### config.mk
export PLATFORM = sky130hd
export DESIGN_NAME = drp_writer_flat
export DESIGN_NICKNAME = d
export VERILOG_FILES = /design/src/rtl/drp_pkg.sv /design/src/rtl/drp_writer_if.sv /design/src/rtl/drp_timeout_ctr.sv /design/src/rtl/drp_writer.sv /design/src/flat_wrapper.sv
export SDC_FILE = /design/constraint.sdc
export NUM_CORES = 1
export LEC_CHECK = 0
export ABC_CLOCK_PERIOD_IN_PS = 4100
export BUFFER_PORTS_ARGS = -buffer_cell sky130_fd_sc_hd__buf_2
export CAP_MARGIN = 0
export CORE_ASPECT_RATIO = 0.9
export CORE_MARGIN = 5
export CORE_UTILIZATION = 50
export CTS_CLUSTER_SIZE = 25
export DETAILED_ROUTE_END_ITERATION = 7
export MAX_ROUTING_LAYER = met4
export PLACE_DENSITY = 0.9
export SLEW_MARGIN = 5
export SYNTH_ARGS = -nofsm -noshare
export SYNTH_HDL_FRONTEND = slang
export SYNTH_HIERARCHICAL = 1
export SYNTH_SLANG_ARGS = --single-unit
### constraint.sdc
create_clock -name clk -period 4.1 [get_ports clk]
set_input_delay 0.205 -clock clk [delete_from_list [all_inputs] [get_ports clk]]
set_output_delay 0.205 -clock clk [all_outputs]
set_load 0.03 [all_outputs]
### src/rtl/drp_pkg.sv
// Shared definitions for the DRP write/verify engine: bus widths, FSM state
// encoding and response status codes.
package drp_pkg;

  localparam int ADDR_W = 7;
  localparam int DATA_W = 16;

  typedef enum logic [2:0] {
    ST_IDLE     = 3'd0,
    ST_WR_ISSUE = 3'd1,
    ST_WR_WAIT  = 3'd2,
    ST_RD_ISSUE = 3'd3,
    ST_RD_WAIT  = 3'd4,
    ST_RESP     = 3'd5
  } state_e;

  typedef enum logic [1:0] {
    RSP_OK       = 2'b00,
    RSP_MISMATCH = 2'b01,
    RSP_TIMEOUT  = 2'b10
  } rsp_status_e;

  // A one-cycle timeout still needs a one-bit counter.
  function automatic int ctr_width(input int cyc);
    return (cyc > 1) ? $clog2(cyc) : 1;
  endfunction

endpackage

### src/rtl/drp_writer_if.sv
// Command/response handshake plus the DRP port bundle of drp_writer.
interface drp_writer_if;
  import drp_pkg::*;

  logic              cmd_valid;
  logic              cmd_ready;
  logic [ADDR_W-1:0] cmd_addr;
  logic [DATA_W-1:0] cmd_data;

  logic [ADDR_W-1:0] daddr_out;
  logic              den_out;
  logic              dwe_out;
  logic [DATA_W-1:0] di_out;
  logic [DATA_W-1:0] do_in;
  logic              drdy_in;

  logic              rsp_valid;
  logic [1:0]        rsp_status;
  logic [DATA_W-1:0] rsp_rdata;
  logic              busy;

  modport slave (
    input  cmd_valid, cmd_addr, cmd_data, do_in, drdy_in,
    output cmd_ready, daddr_out, den_out, dwe_out, di_out,
           rsp_valid, rsp_status, rsp_rdata, busy
  );

  modport master (
    output cmd_valid, cmd_addr, cmd_data, do_in, drdy_in,
    input  cmd_ready, daddr_out, den_out, dwe_out, di_out,
           rsp_valid, rsp_status, rsp_rdata, busy
  );

endinterface

### src/rtl/drp_timeout_ctr.sv
// Wait-cycle counter: held at zero while cleared, counts while enabled and
// flags the last permitted wait cycle.
module drp_timeout_ctr
  import drp_pkg::*;
#(
  parameter int TIMEOUT_CYC = 64
) (
  input  logic clk,
  input  logic rst_n,
  input  logic clear,
  input  logic enable,
  output logic expired
);

  localparam int         W    = ctr_width(TIMEOUT_CYC);
  localparam logic [W-1:0] LAST = W'(TIMEOUT_CYC - 1);

  logic [W-1:0] count_q, count_d;

  always_comb begin
    count_d = count_q;
    if (clear) begin
      count_d = '0;
    end else if (enable && (count_q != LAST)) begin
      count_d = count_q + W'(1);
    end
  end

  // NOTE: sequential state is updated with <= so every flop samples the
  // pre-edge value of its neighbours regardless of statement order.
  always_ff @(posedge clk or negedge rst_n) begin
    if (!rst_n) begin
      count_q <= '0;
    end else begin
      count_q <= count_d;
    end
  end

  assign expired = enable && (count_q == LAST);

endmodule

### src/rtl/drp_writer.sv
// DRP write engine: issues one write strobe, optionally reads the register
// back, and reports OK / MISMATCH / TIMEOUT with a one-cycle response pulse.
module drp_writer
  import drp_pkg::*;
#(
  parameter int TIMEOUT_CYC = 64,
  parameter int VERIFY      = 1
) (
  input logic         clk,
  input logic         rst_n,
  drp_writer_if.slave bus
);

  state_e            state_q, state_d;
  logic              cmd_ready_q, cmd_ready_d;
  logic              busy_q, busy_d;
  logic              den_q, den_d;
  logic              dwe_q, dwe_d;
  logic              rsp_valid_q, rsp_valid_d;
  logic [ADDR_W-1:0] addr_q, addr_d;
  logic [DATA_W-1:0] wdata_q, wdata_d;
  logic [DATA_W-1:0] rdata_q, rdata_d;
  rsp_status_e       status_q, status_d;

  logic in_wait;
  logic wait_clear;
  logic expired;

  assign in_wait    = (state_q == ST_WR_WAIT) || (state_q == ST_RD_WAIT);
  assign wait_clear = !in_wait;

  drp_timeout_ctr #(
    .TIMEOUT_CYC(TIMEOUT_CYC)
  ) u_timeout_ctr (
    .clk    (clk),
    .rst_n  (rst_n),
    .clear  (wait_clear),
    .enable (in_wait),
    .expired(expired)
  );

  // Outputs are computed from the next state so they are registered and line
  // up with the state they belong to; den/dwe/rsp_valid are single-cycle.
  always_comb begin
    // NOTE: every variable gets a default first so no path leaves it
    // unassigned and no latch is inferred.
    state_d     = state_q;
    den_d       = 1'b0;
    dwe_d       = 1'b0;
    rsp_valid_d = 1'b0;
    addr_d      = addr_q;
    wdata_d     = wdata_q;
    rdata_d     = rdata_q;
    status_d    = status_q;

    unique case (state_q)
      ST_IDLE: begin
        if (bus.cmd_valid && cmd_ready_q) begin
          state_d = ST_WR_ISSUE;
          addr_d  = bus.cmd_addr;
          wdata_d = bus.cmd_data;
          den_d   = 1'b1;
          dwe_d   = 1'b1;
        end
      end
      ST_WR_ISSUE: state_d = ST_WR_WAIT;
      ST_WR_WAIT: begin
        // drdy takes priority over a timeout expiring on the same cycle.
        if (bus.drdy_in) begin
          if (VERIFY != 0) begin
            state_d = ST_RD_ISSUE;
            den_d   = 1'b1;
          end else begin
            state_d     = ST_RESP;
            status_d    = RSP_OK;
            rdata_d     = '0;
            rsp_valid_d = 1'b1;
          end
        end else if (expired) begin
          state_d     = ST_RESP;
          status_d    = RSP_TIMEOUT;
          rdata_d     = '0;
          rsp_valid_d = 1'b1;
        end
      end
      ST_RD_ISSUE: state_d = ST_RD_WAIT;
      ST_RD_WAIT: begin
        if (bus.drdy_in) begin
          state_d     = ST_RESP;
          rdata_d     = bus.do_in;
          status_d    = (bus.do_in == wdata_q) ? RSP_OK : RSP_MISMATCH;
          rsp_valid_d = 1'b1;
        end else if (expired) begin
          state_d     = ST_RESP;
          status_d    = RSP_TIMEOUT;
          rdata_d     = '0;
          rsp_valid_d = 1'b1;
        end
      end
      ST_RESP: state_d = ST_IDLE;
      default: state_d = ST_IDLE;
    endcase

    cmd_ready_d = (state_d == ST_IDLE);
    busy_d      = (state_d != ST_IDLE);
  end

  always_ff @(posedge clk or negedge rst_n) begin
    if (!rst_n) begin
      state_q     <= ST_IDLE;
      cmd_ready_q <= 1'b1;
      busy_q      <= 1'b0;
      den_q       <= 1'b0;
      dwe_q       <= 1'b0;
      rsp_valid_q <= 1'b0;
      addr_q      <= '0;
      wdata_q     <= '0;
      rdata_q     <= '0;
      status_q    <= RSP_OK;
    end else begin
      state_q     <= state_d;
      cmd_ready_q <= cmd_ready_d;
      busy_q      <= busy_d;
      den_q       <= den_d;
      dwe_q       <= dwe_d;
      rsp_valid_q <= rsp_valid_d;
      addr_q      <= addr_d;
      wdata_q     <= wdata_d;
      rdata_q     <= rdata_d;
      status_q    <= status_d;
    end
  end

  assign bus.cmd_ready  = cmd_ready_q;
  assign bus.busy       = busy_q;
  assign bus.den_out    = den_q;
  assign bus.dwe_out    = dwe_q;
  assign bus.daddr_out  = addr_q;
  assign bus.di_out     = wdata_q;
  assign bus.rsp_valid  = rsp_valid_q;
  assign bus.rsp_status = status_q;
  assign bus.rsp_rdata  = rdata_q;

endmodule

### src/flat_wrapper.sv
// flat-port wrapper written by rule: the top's interface ports become plain ports
module drp_writer_flat import drp_pkg::*;
#(
  parameter int TIMEOUT_CYC = 64,
  parameter int VERIFY      = 1
)
  (clk, rst_n, bus_cmd_valid, bus_cmd_addr, bus_cmd_data, bus_do_in, bus_drdy_in, bus_cmd_ready, bus_daddr_out, bus_den_out, bus_dwe_out, bus_di_out, bus_rsp_valid, bus_rsp_status, bus_rsp_rdata, bus_busy);
  drp_writer_if bus_i ();
  input logic clk;
  input logic rst_n;
  input wire logic [$bits(bus_i.cmd_valid)-1:0] bus_cmd_valid;
  input wire logic [$bits(bus_i.cmd_addr)-1:0] bus_cmd_addr;
  input wire logic [$bits(bus_i.cmd_data)-1:0] bus_cmd_data;
  input wire logic [$bits(bus_i.do_in)-1:0] bus_do_in;
  input wire logic [$bits(bus_i.drdy_in)-1:0] bus_drdy_in;
  output wire logic [$bits(bus_i.cmd_ready)-1:0] bus_cmd_ready;
  output wire logic [$bits(bus_i.daddr_out)-1:0] bus_daddr_out;
  output wire logic [$bits(bus_i.den_out)-1:0] bus_den_out;
  output wire logic [$bits(bus_i.dwe_out)-1:0] bus_dwe_out;
  output wire logic [$bits(bus_i.di_out)-1:0] bus_di_out;
  output wire logic [$bits(bus_i.rsp_valid)-1:0] bus_rsp_valid;
  output wire logic [$bits(bus_i.rsp_status)-1:0] bus_rsp_status;
  output wire logic [$bits(bus_i.rsp_rdata)-1:0] bus_rsp_rdata;
  output wire logic [$bits(bus_i.busy)-1:0] bus_busy;
  assign bus_i.cmd_valid = bus_cmd_valid;
  assign bus_i.cmd_addr = bus_cmd_addr;
  assign bus_i.cmd_data = bus_cmd_data;
  assign bus_i.do_in = bus_do_in;
  assign bus_i.drdy_in = bus_drdy_in;
  assign bus_cmd_ready = bus_i.cmd_ready;
  assign bus_daddr_out = bus_i.daddr_out;
  assign bus_den_out = bus_i.den_out;
  assign bus_dwe_out = bus_i.dwe_out;
  assign bus_di_out = bus_i.di_out;
  assign bus_rsp_valid = bus_i.rsp_valid;
  assign bus_rsp_status = bus_i.rsp_status;
  assign bus_rsp_rdata = bus_i.rsp_rdata;
  assign bus_busy = bus_i.busy;
  drp_writer #(.TIMEOUT_CYC(TIMEOUT_CYC), .VERIFY(VERIFY)) u_core (.clk(clk), .rst_n(rst_n), .bus(bus_i));
endmodule
== Word-level counts from Yosys, hierarchy flattened ==
Index checks and enable logic that the tools add are counted.

* Register bits after elaboration: 55
* Logic and storage cells: 55
* Output and inout port bits: 46
* Input port bits: 43

* Reduce and logical (&&, ||, !) cells: 10
* Equality and inequality tests: 9
* Muxes and demuxes: 24
* $add $sub $neg: 1

{| class="wikitable"
|+ Operator list
! operator !! number
|-
| $mux 16 || 3
|-
| $pmux 16 s2 || 1
|-
| $eq 16x16->1 || 1
|-
| $pmux 3 s5 || 1
|-
| $mux 3 || 4
|-
| $mux 6 || 2
|-
| $mux 1 || 7
|-
| $add 6x1->6 const B || 1
|-
| $eq 3x2->1 const B || 2
|-
| $eq 6x6->1 const B || 1
|-
| $logic_not 3->1 || 2
|-
| $mux 2 || 3
|-
| $ne 6x6->1 const B || 1
|-
| $pmux 1 s2 || 2
|-
| $pmux 2 s2 || 1
|-
| $reduce_and 2->1 || 2
|-
| $eq 3x1->1 const B || 1
|-
| $eq 3x3->1 const B || 1
|-
| $logic_and 1x1->1 || 3
|-
| $reduce_bool 3->1 || 1
|-
| $ne 2x1->1 const B || 1
|-
| $ne 2x2->1 const B || 1
|-
| $reduce_bool 2->1 || 1
|-
| $logic_or 1x1->1 || 1
|}

== Logic depth before layout (Yosys ltp) ==
Gate-level depths: netlist (run 1).

* Depth in word-level cells: 7
* Depth in mapped cells: 10
* Depth with buffers taken out: 9

== By module ==
The synthesis (run 1) kept the hierarchy.

{| class="wikitable"
|+ Modules (own cells, without submodules)
! module !! cells each !! area each (um^2) !! sequential area each (um^2) !! instances
|-
| drp_writer || 175 || 2143.3 || 1227.4 || 1
|-
| drp_timeout_ctr || 42 || 374.1 || 150.1 || 1
|}

== Worst setup path after synthesis (run 1) ==
Ideal clock, no wire load.

* Path type: reg-to-reg
* Start point: register u_core.state_q[2]
* End point: register u_core.status_q[0] (netlist: u_core/bus.rsp_status[0])
* Required time: 3.979 ns
* Library setup time: 0.121 ns
* Path buffers: 1
* Cell stages (with the launch flop): 11
* Data arrival time: 1.954 ns
* Clock period less this slack: 2.075 ns
* Path slack: 2.025 ns
* Cell sequence: dfrtp_1 > xor2_1 > nand2b_1 > inv_1 > buf_6 > nand3_1 > nor2_1 > nor2b_1 > nor3b_1 > o21bai_2 > a22o_1

* Word-level cells in the longest chain between the ends: 6
* Elaborated cells between the ends (all ways): 11
* Classes of those cells: eq/ne: 3; mux: 4; reduce/logical: 4

{| class="wikitable"
|+ Ends and longest elaborated chain
! element !! line !! text
|-
| start: declaration || drp_writer.sv:14 || <nowiki>state_e state_q, state_d;</nowiki>
|-
| start signal: assignment || drp_writer.sv:121 || <nowiki>state_q <= state_d;</nowiki>
|-
| $eq 3x2->1 or $eq 3x3->1 (tied branches) || drp_writer.sv:29 || <nowiki>assign in_wait = (state_q == ST_WR_WAIT) || (state_q == ST_RD_WAIT);</nowiki>
|-
| $logic_or 1x1->1 * || drp_writer.sv:29 ||
|-
| via u_core.in_wait || drp_writer.sv:25 || <nowiki>logic in_wait;</nowiki>
|-
| $logic_and 1x1->1 * || drp_timeout_ctr.sv:39 || <nowiki>assign expired = enable && (count_q == LAST);</nowiki>
|-
| via u_core.expired || drp_writer.sv:27 || <nowiki>logic expired;</nowiki>
|-
| $mux 2 * || - ||
|-
| $mux 2, on equally long branches || - ||
|-
| $pmux 2 s2 * || drp_writer.sv:56 || <nowiki>unique case (state_q)</nowiki>
|-
| end signal: assignment || drp_writer.sv:130 || <nowiki>status_q <= status_d;</nowiki>
|-
| end: declaration || drp_writer.sv:23 || <nowiki>rsp_status_e status_q, status_d;</nowiki>
|}

The timed path passes the listed nets; every way through them passes the cells marked *. The select of a mux whose other input is x is not followed.
A chain may end at the register's enable or synchronous reset.

== Worst setup path in the final report (run 1) ==
Ends and elaborated chain as after synthesis.

==> metrics.yaml, run 1 <==
status: "complete, but fails checks"
h-tree-depth: 2
critPathKind: "flip-flop to flip-flop"
synth_edf_count: 0
syn_area_per_cell_um2: 11.6
crit_arrival_ns: 3.01
synth_cell_type_count: 42
grt_max_degree: 56
area_delta_synth_final_pct: 22.0
ys_ff_latch: 55
netlist_top_cells_count: "dfrtp_1, nand2_1, mux2_1, xor2_1, a21oi_1"
nets: 346
powerDensity_mw_per_mm2: 807
final_antenna_net_count: 0
numPortBuffers: 88
syn-cell-area_mm2: 0.00252
fin_cells: 368
ir_drop_v: 0.000561
clk_pin_slew_ns: 0.10
gp_congestion: 0.820
cap_violations: 0
rr_worst_depth: 9
yosys_most_used_dff: "dfrtp_1"
die_x_um: 84.8
fin_worst_skew_ns: 0.0121
grt_use_total: 0.186
cts_max_path_buffers: 2
coreArea_mm2: 0.00486
finalMaxSlewViolations: 0
drt_iter0_markers: 148
initial_core_util: 0.517
p_leak_nw: 1.52
synth_top_area_frac: 0.537
vias: 1941
synth_area_leaders: "dfrtp_1, mux2_1, xor2_1, nand2_1, a21oi_1"
cp-end-kind: "flip-flop"
ctsHoldBuffers: 0
period_share: 0.685
hold_ws_ns: -0.00395
cts_buffers: 5
grt_pass1_wl_um: 9490
final_util: 0.631
antenna_found_initial: 0
final.min_clock_period_ns: 2.81
dp.cells: 360
critPathMaxFanout: 13
ctsResizeCount: 0
violations: "hold timing"
io_pins: 89
start_kind: "flip-flop"
first_global_vias: 2029
hold_viol_final: 3
tightest_slew_ns: 0.671
yosysSeqAreaShare: 0.547
wl_um: 5750
dp_hpwl_um: 4230
finalSetupViolations: 0
grt-ovfl-total: 0
drt_first_pass_iters: 4
root_buffer: "clkbuf_8"
antenna_cells: 0
min_path_type: "input pin to asynchronous set/reset pin"
die_h_um: 77.3
drive_gt1_frac: 0.363
synth_most_common_cell: "dfrtp_1"
async_reset_ff_frac: 1.00
maxSlewHeadroom: 0.552
synthCells: 217
viasPerCell: 5.27
syn-num-nets: 261
cts_tree: "built"
postCtsSetupBuffers: 0
die-area_mm2: 0.00656
synth-warning-count: 6
clock_latency_ns: 0.31
cts.sinks: 55
fmax_ghz: 0.356
drc: 0
setup_tns_ns: 0
total_power_w: 0.00248
rows: 24
yosys.area.top_type: "dfrtp_1"
wire_per_inst_um: 15.6
rsz0062_at_grt: "false"
required_ns: 4.30
-- per-layer routing --
metal  vias up  track usage  share of wire  routed length (um)
li1        924            -              -                   -
met1       919        0.224           0.40                2290
met2        84        0.303           0.50                2890
met3        14       0.0450          0.073                 420
met4         0       0.0712          0.025                 141
met5         -            -              0                   0
-- cell families after synthesis --
family,synth area share
flops,0.547
xor+xnor,0.0626
simple gates,0.146
mux,0.103
compound gates,0.0924
buf+inv,0.0437
fa+ha+maj,0.00497
-- power by group --
part | switching (W) | internal, W
Combinational | 0.000783 | 0.000391
Clock | 0.000177 | 0.000185
Sequential | 0.000169 | 0.000774
Total | 0.00113 | 0.00135
-- final timing paths --
kind / start / end / slack, ns
max: u_core/state_q[2] / u_core/bus.rsp_status[0] / 1.29
min: rst_n / u_core/bus.di_out[3] / -0.004
max reg2reg: u_core/state_q[2] / u_core/bus.rsp_status[0] / 1.29
max in group asynchronous: rst_n / u_core/bus.den_out / 3.64
min in group clk: bus_cmd_data[13] / u_core/bus.di_out[13] / 0.10
min reg2reg: u_core/bus.daddr_out[6] / u_core/bus.daddr_out[6] / 0.49
-- per-stage QoR --
| step | worst slack, ns | cell area [um2] |
|---|---|---|
| after global placement | 1.49 | 2960 |
| after floorplan | 2.03 | 2520 |
| final | 1.29 | 3070 |
| after CTS | 1.30 | 3070 |
| after detailed placement | 1.30 | 2960 |
| after global routing | 1.06 | 3070 |
-- state kept, by name, indices dropped and copies added, names as in the netlist --
register                      cells
u_core/bus.den_out                1
u_core/state_q                    3
u_core/bus.dwe_out                1
u_core/bus.rsp_rdata             16
u_core/bus.di_out                16
u_core/bus.rsp_status             2
u_core/bus.busy                   1
u_core/bus.cmd_ready              1
u_core/bus.daddr_out              7
u_core/u_timeout_ctr/count_q      6
u_core/bus.rsp_valid              1
-- critical path: stages (launching register included) --
cell      delay [ns]
dfrtp_1         0.67
xor2_1          0.22
nand2b_1        0.23
inv_1           0.31
nand3_1         0.16
nor2_1          0.21
nor2b_1         0.24
nor3b_1         0.26
o21bai_2        0.15
a22o_1          0.25
-- cell usage in the layout, fill, tap and decap left out, types with 2 or more instances in the layout --
cell      instances
a21oi_1          15
a22o_1            4
a31oi_1           2
and3_1            3
buf_2            88
clkbuf_8          5
dfrtp_1          54
inv_1             6
mux2_1           17
mux2_2            6
nand2_1          32
nand3_1           4
nor2_1            6
nor2b_1           2
nor3_1            4
nor3b_1           3
nor4_1            5
o21ai_0           3
o311ai_1          2
xor2_1           17
-- layout make-up --
class / instances / area, um2
fillers: 424 / 1790
flip-flops and latches: 55 / 1380
multi-input cells: 145 / 1030
repair buffers: 89 / 448
well taps: 65 / 81.3
clock buffers: 6 / 72.6
clock inverters: 2 / 38.8
inverters: 6 / 22.5
No activity file was read; power rests on OpenSTA's default activity.
==> inputs of run 2 (changes only) <==
ABC_CLOCK_PERIOD_IN_PS = 2500   (was 4100)
CORE_UTILIZATION = 45   (was 50)
PLACE_DENSITY = 0.86   (was 0.9)
clock period = 2.5 ns   (was 4.1 ns; I/O delays follow)
==> metrics.yaml, run 2 (same netlist as run 1, synthesis figures left out) <==
grt_use_total: 0.175
mostFrequentLayoutCell: "buf_2"
status: "finished, final reports clean"
final.min_clock_period_ns: 2.22
initial_core_util: 0.471
vias: 1992
finalSetupViolations: 0
top_layer: "met4"
dr_wl_met2_um: 3060
setup_tns_ns: 0
min_path_type: "input pin to flip-flop"
final_cell_mix: "buf_2, dfrtp_1, nand2_1, xor2_1, mux2_1"
period_share: 0.889
root_buffer: "clkbuf_8"
critPathMaxFanout: 5
dr_wl_met3_um: 492
critical-path-top-delay-family: "simple AND/OR/NAND/NOR gates"
grt-ovfl-total: 0
fin_area_mm2: 0.00310
antenna_cells: 0
viasPerCell: 5.33
drc: 0
cts_buffers: 5
antenna_found_initial: 0
fin_worst_skew_ns: 0.0157
die_x_um: 88.8
rsz0062_at_grt: "false"
start_kind: "flip-flop"
numPortBuffers: 88
final_antenna_net_count: 0
drt_first_pass_iters: 4
nets: 350
worst_path_largest_cell_delay_ns: 0.45
grt_max_degree: 33
route.layer.met1.wl_um: 2450
fin_cells: 374
h-tree-depth: 2
cts.sinks: 55
slowest_stage: "dfrtp_1"
io_pins: 89
gp_congestion: 0.858
wire_per_inst_um: 16.3
critPathKind: "flip-flop to flip-flop"
cp-end-kind: "flip-flop"
first_global_vias: 2099
p_leak_nw: 1.54
dp.cells: 365
fmax_ghz: 0.450
die_h_um: 81.0
cts_max_path_buffers: 2
drive_gt1_frac: 0.365
cap_violations: 0
tightest_slew_ns: 0.622
clock_latency_ns: 0.30
ir_drop_v: 0.000834
finalMaxSlewViolations: 0
required_ns: 2.69
maxSlewHeadroom: 0.585
grt_pass1_wl_um: 9650
area_delta_synth_final_pct: 23.2
cts_tree: "built"
critical_path_buf_inv_count: 1
path_cells: "xor2_1 -> nand2b_1 -> inv_1 -> nand3_1 -> nor2_1 -> nor2b_1 -> nor3b_1 -> o21bai_2 -> a22o_1"
crit_arrival_ns: 2.41
drt_iter0_markers: 86
dp_hpwl_um: 4520
rows: 25
coreArea_mm2: 0.00535
wl_um: 6110
hold_viol_final: 0
placed_area_mm2: 0.00298
die-area_mm2: 0.00719
powerDensity_mw_per_mm2: 1320
clk_pin_slew_ns: 0.10
==> run 2: power breakdown <==
group          total, W  switching [W]  internal (W)  leakage, nW
combinational   0.00199        0.00131      0.000674        0.800
sequential      0.00154       0.000269       0.00127        0.685
clock          0.000577       0.000277      0.000300       0.0524
total           0.00410        0.00186       0.00224         1.54
==> run 2: final timing paths <==
kind / to / depth (start not counted) / slack, ns / startpoint
max: u_core/bus.rsp_rdata[7] / 9 / 0.28 / u_core/state_q[1]
min: u_core/bus.di_out[8] / 2 / 0.03 / bus_cmd_data[8]
max reg2reg: u_core/bus.rsp_rdata[7] / 9 / 0.28 / u_core/state_q[1]
min reg2reg: u_core/bus.daddr_out[2] / 1 / 0.49 / u_core/bus.daddr_out[2]
max in group asynchronous: u_core/u_timeout_ctr/count_q[2] / 3 / 1.36 / rst_n
min in group asynchronous: u_core/bus.daddr_out[2] / 2 / 0.32 / rst_n
==> run 2: layout make-up <==
cell class              count  area [um2]
clock buffers               7        76.3
clock inverters             1        30.0
fillers                   458        2250
inverters                   6        22.5
multi-input cells         145        1030
flip-flops and latches     55        1380
well taps                  67        83.8
repair buffers             93         480
==> run 2: timing repair <==
item	4_1_cts	5_1_grt
hold buffers	1	0
gates resized for setup	0	0
endpoints found under the hold margin	22	0
setup buffers	0	0
==> run 2: layer usage <==
layer / up-vias / global-route usage
met5: - / -
met3: 8 / 0.0396
li1: 926 / -
met1: 957 / 0.218
met4: 0 / 0.0468
met2: 101 / 0.288
==> run 2: stage by stage <==
step / power [W] / util / setup slack (ns) / hold WS, ns
after floorplan: 0.00295 / - / 0.425 / -0.171
after global placement: 0.00347 / 0.558 / 0.509 / 0.130
after detailed placement: 0.00355 / 0.558 / 0.339 / 0.129
after CTS: 0.00413 / 0.580 / 0.277 / 0.0286
after global routing: 0.00433 / 0.580 / 0.124 / 0.0224
final: 0.00410 / 0.580 / 0.276 / 0.0308
==> run 2: worst register-to-register path, cell delays in order, from the launching register on <==
cell      delay (ns)
dfrtp_1         0.45
xor2_1          0.21
nand2b_1        0.09
inv_1           0.07
nand3_1         0.11
nor2_1          0.23
nor2b_1         0.26
nor3b_1         0.29
o21bai_2        0.16
a22o_1          0.25
==> inputs of run 3 (changes only) <==
BUFFER_PORTS_ARGS = unset   (was -buffer_cell sky130_fd_sc_hd__buf_2)
CORE_MARGIN = 10   (was 5)
CORE_UTILIZATION = 50   (was 45)
DONT_BUFFER_PORTS = 1   (was unset)
PLACE_DENSITY = 0.78   (was 0.86)
==> metrics.yaml, run 3 (same netlist as run 1, synthesis figures left out) <==
p_seq_frac: 0.627
grt-busiest-layer: "met2"
setup_tns_ns: 0
start_kind: "flip-flop"
wl_um: 6070
fmax_ghz: 0.479
drc: 0
hold_viol_final: 0
fin_worst_skew_ns: 0.00661
critPathKind: "flip-flop to flip-flop"
grt-ovfl-total: 0
placed_area_mm2: 0.00253
finalSetupViolations: 0
drt_first_pass_iters: 4
cts_buffers: 5
gp_congestion: 0.800
ir_drop_v: 0.000724
min_path_type: "input pin to flip-flop"
vias: 1763
nets: 301
finalMaxSlewViolations: 0
mostFrequentLayoutCell: "dfrtp_1"
power.share.switching: 0.483
clock_latency_ns: 0.30
met1_usage: 0.177
die_h_um: 87.3
rsz0062_at_grt: "false"
period_share: 0.836
maxSlewHeadroom: 0.539
cap_violations: 0
drt_iter0_markers: 103
layout_setup_ws_ns: 0.410
p_sw_w: 0.00179
required_ns: 2.69
cts_max_path_buffers: 2
h-tree-depth: 2
internal-power_w: 0.00192
drive_gt1_frac: 0.101
ctsResizeCount: 0
postCtsSetupBuffers: 0
grt_pass1_wl_um: 9550
cts_tree: "built"
initial_core_util: 0.517
grtUsageMet2: 0.241
use_met3: 0.0483
p_clk_frac: 0.129
status: "finished, final reports clean"
grt_use_total: 0.151
cts.sinks: 55
tightest_slew_ns: 0.691
crit_arrival_ns: 2.28
final_cell_mix: "dfrtp_1, dlygate4sd3_1, nand2_1, xor2_1, mux2_1"
area_delta_synth_final_pct: 21.1
cp-end-kind: "flip-flop"
first_global_vias: 1817
root_buffer: "clkbuf_8"
dp_hpwl_um: 4230
viasPerCell: 5.46
pwr-share-comb: 0.244
fin_area_mm2: 0.00305
numPortBuffers: 0
clk_pin_slew_ns: 0.09
grt_max_degree: 56
final_antenna_net_count: 0
coreArea_mm2: 0.00486
die-area_mm2: 0.00828
antenna_cells: 0
powerDensity_mw_per_mm2: 1220
die_x_um: 94.8
pre_cts_ws_ns: 0.417
rows: 24
p_leak_nw: 1.34
total_power_w: 0.00371
wire_per_inst_um: 18.8
antenna_found_initial: 0
io_pins: 89
final.min_clock_period_ns: 2.09
critPathMaxFanout: 5
-- run 3: layout make-up --
cell class              count  area [um2]
clock buffers               5        68.8
clock inverters             3        18.8
fillers                   362        1820
inverters                   6        22.5
multi-input cells         145        1030
flip-flops and latches     55        1380
well taps                  65        81.3
repair buffers             44         450
-- run 3: power groups by stage --
stage / registers (W) / logic (W) / clock network (W)
after CTS: 0.00234 / 0.000900 / 0.000494
after global placement: 0.00235 / 0.000793 / 0
after global routing: 0.00239 / 0.00101 / 0.000531
after detailed placement: 0.00236 / 0.000826 / 0
final: 0.00233 / 0.000905 / 0.000479
after floorplan: 0.00221 / 0.000736 / 0
-- run 3: routing by layer --
layer  share of wire  up-vias
met2            0.52       66
li1                -      832
met3           0.093        7
met1            0.38      858
met4          0.0087        0
met5               0        -
-- run 3: final timing paths --
path / start / to / slack, ns / cells after the start
worst max-delay path: u_core/state_q[1] / u_core/bus.rsp_rdata[9] / 0.41 / 9
worst min-delay path: bus_cmd_valid / u_core/state_q[0] / 0.05 / 2
worst max register to register: u_core/state_q[1] / u_core/bus.rsp_rdata[9] / 0.41 / 9
worst min register to register: u_core/u_timeout_ctr/count_q[0] / u_core/u_timeout_ctr/count_q[0] / 0.64 / 2
max in group asynchronous: rst_n / u_core/bus.cmd_ready / 1.89 / 2
min in group asynchronous: rst_n / u_core/bus.di_out[5] / 0.34 / 2
-- run 3: per-stage QoR --
step | hold slack, ns | instances | util
2_1_floorplan | -0.171 | 217 | -
3_3_place_gp | -0.169 | 274 | 0.521
3_5_place_dp | -0.169 | 274 | 0.521
4_1_cts | 0.0390 | 323 | 0.627
5_1_grt | 0.0343 | 323 | 0.627
6_report | 0.0490 | 323 | 0.627
-- run 3: timing repair --
| action | CTS | global route |
|---|---|---|
| endpoints found under the hold margin | 94 | 0 |
| hold buffers | 41 | 0 |
| setup endpoints to repair | 0 | 0 |
-- run 3: critical path: stages, from the launching register on --
cell and delay (ns):
dfrtp_1 0.45, xor2_1 0.19, nand2b_1 0.09, inv_1 0.07, nand3_1 0.11, nor2_1 0.20
nor2b_1 0.24, nor3b_1 0.25, o21bai_2 0.14, a22o_1 0.25
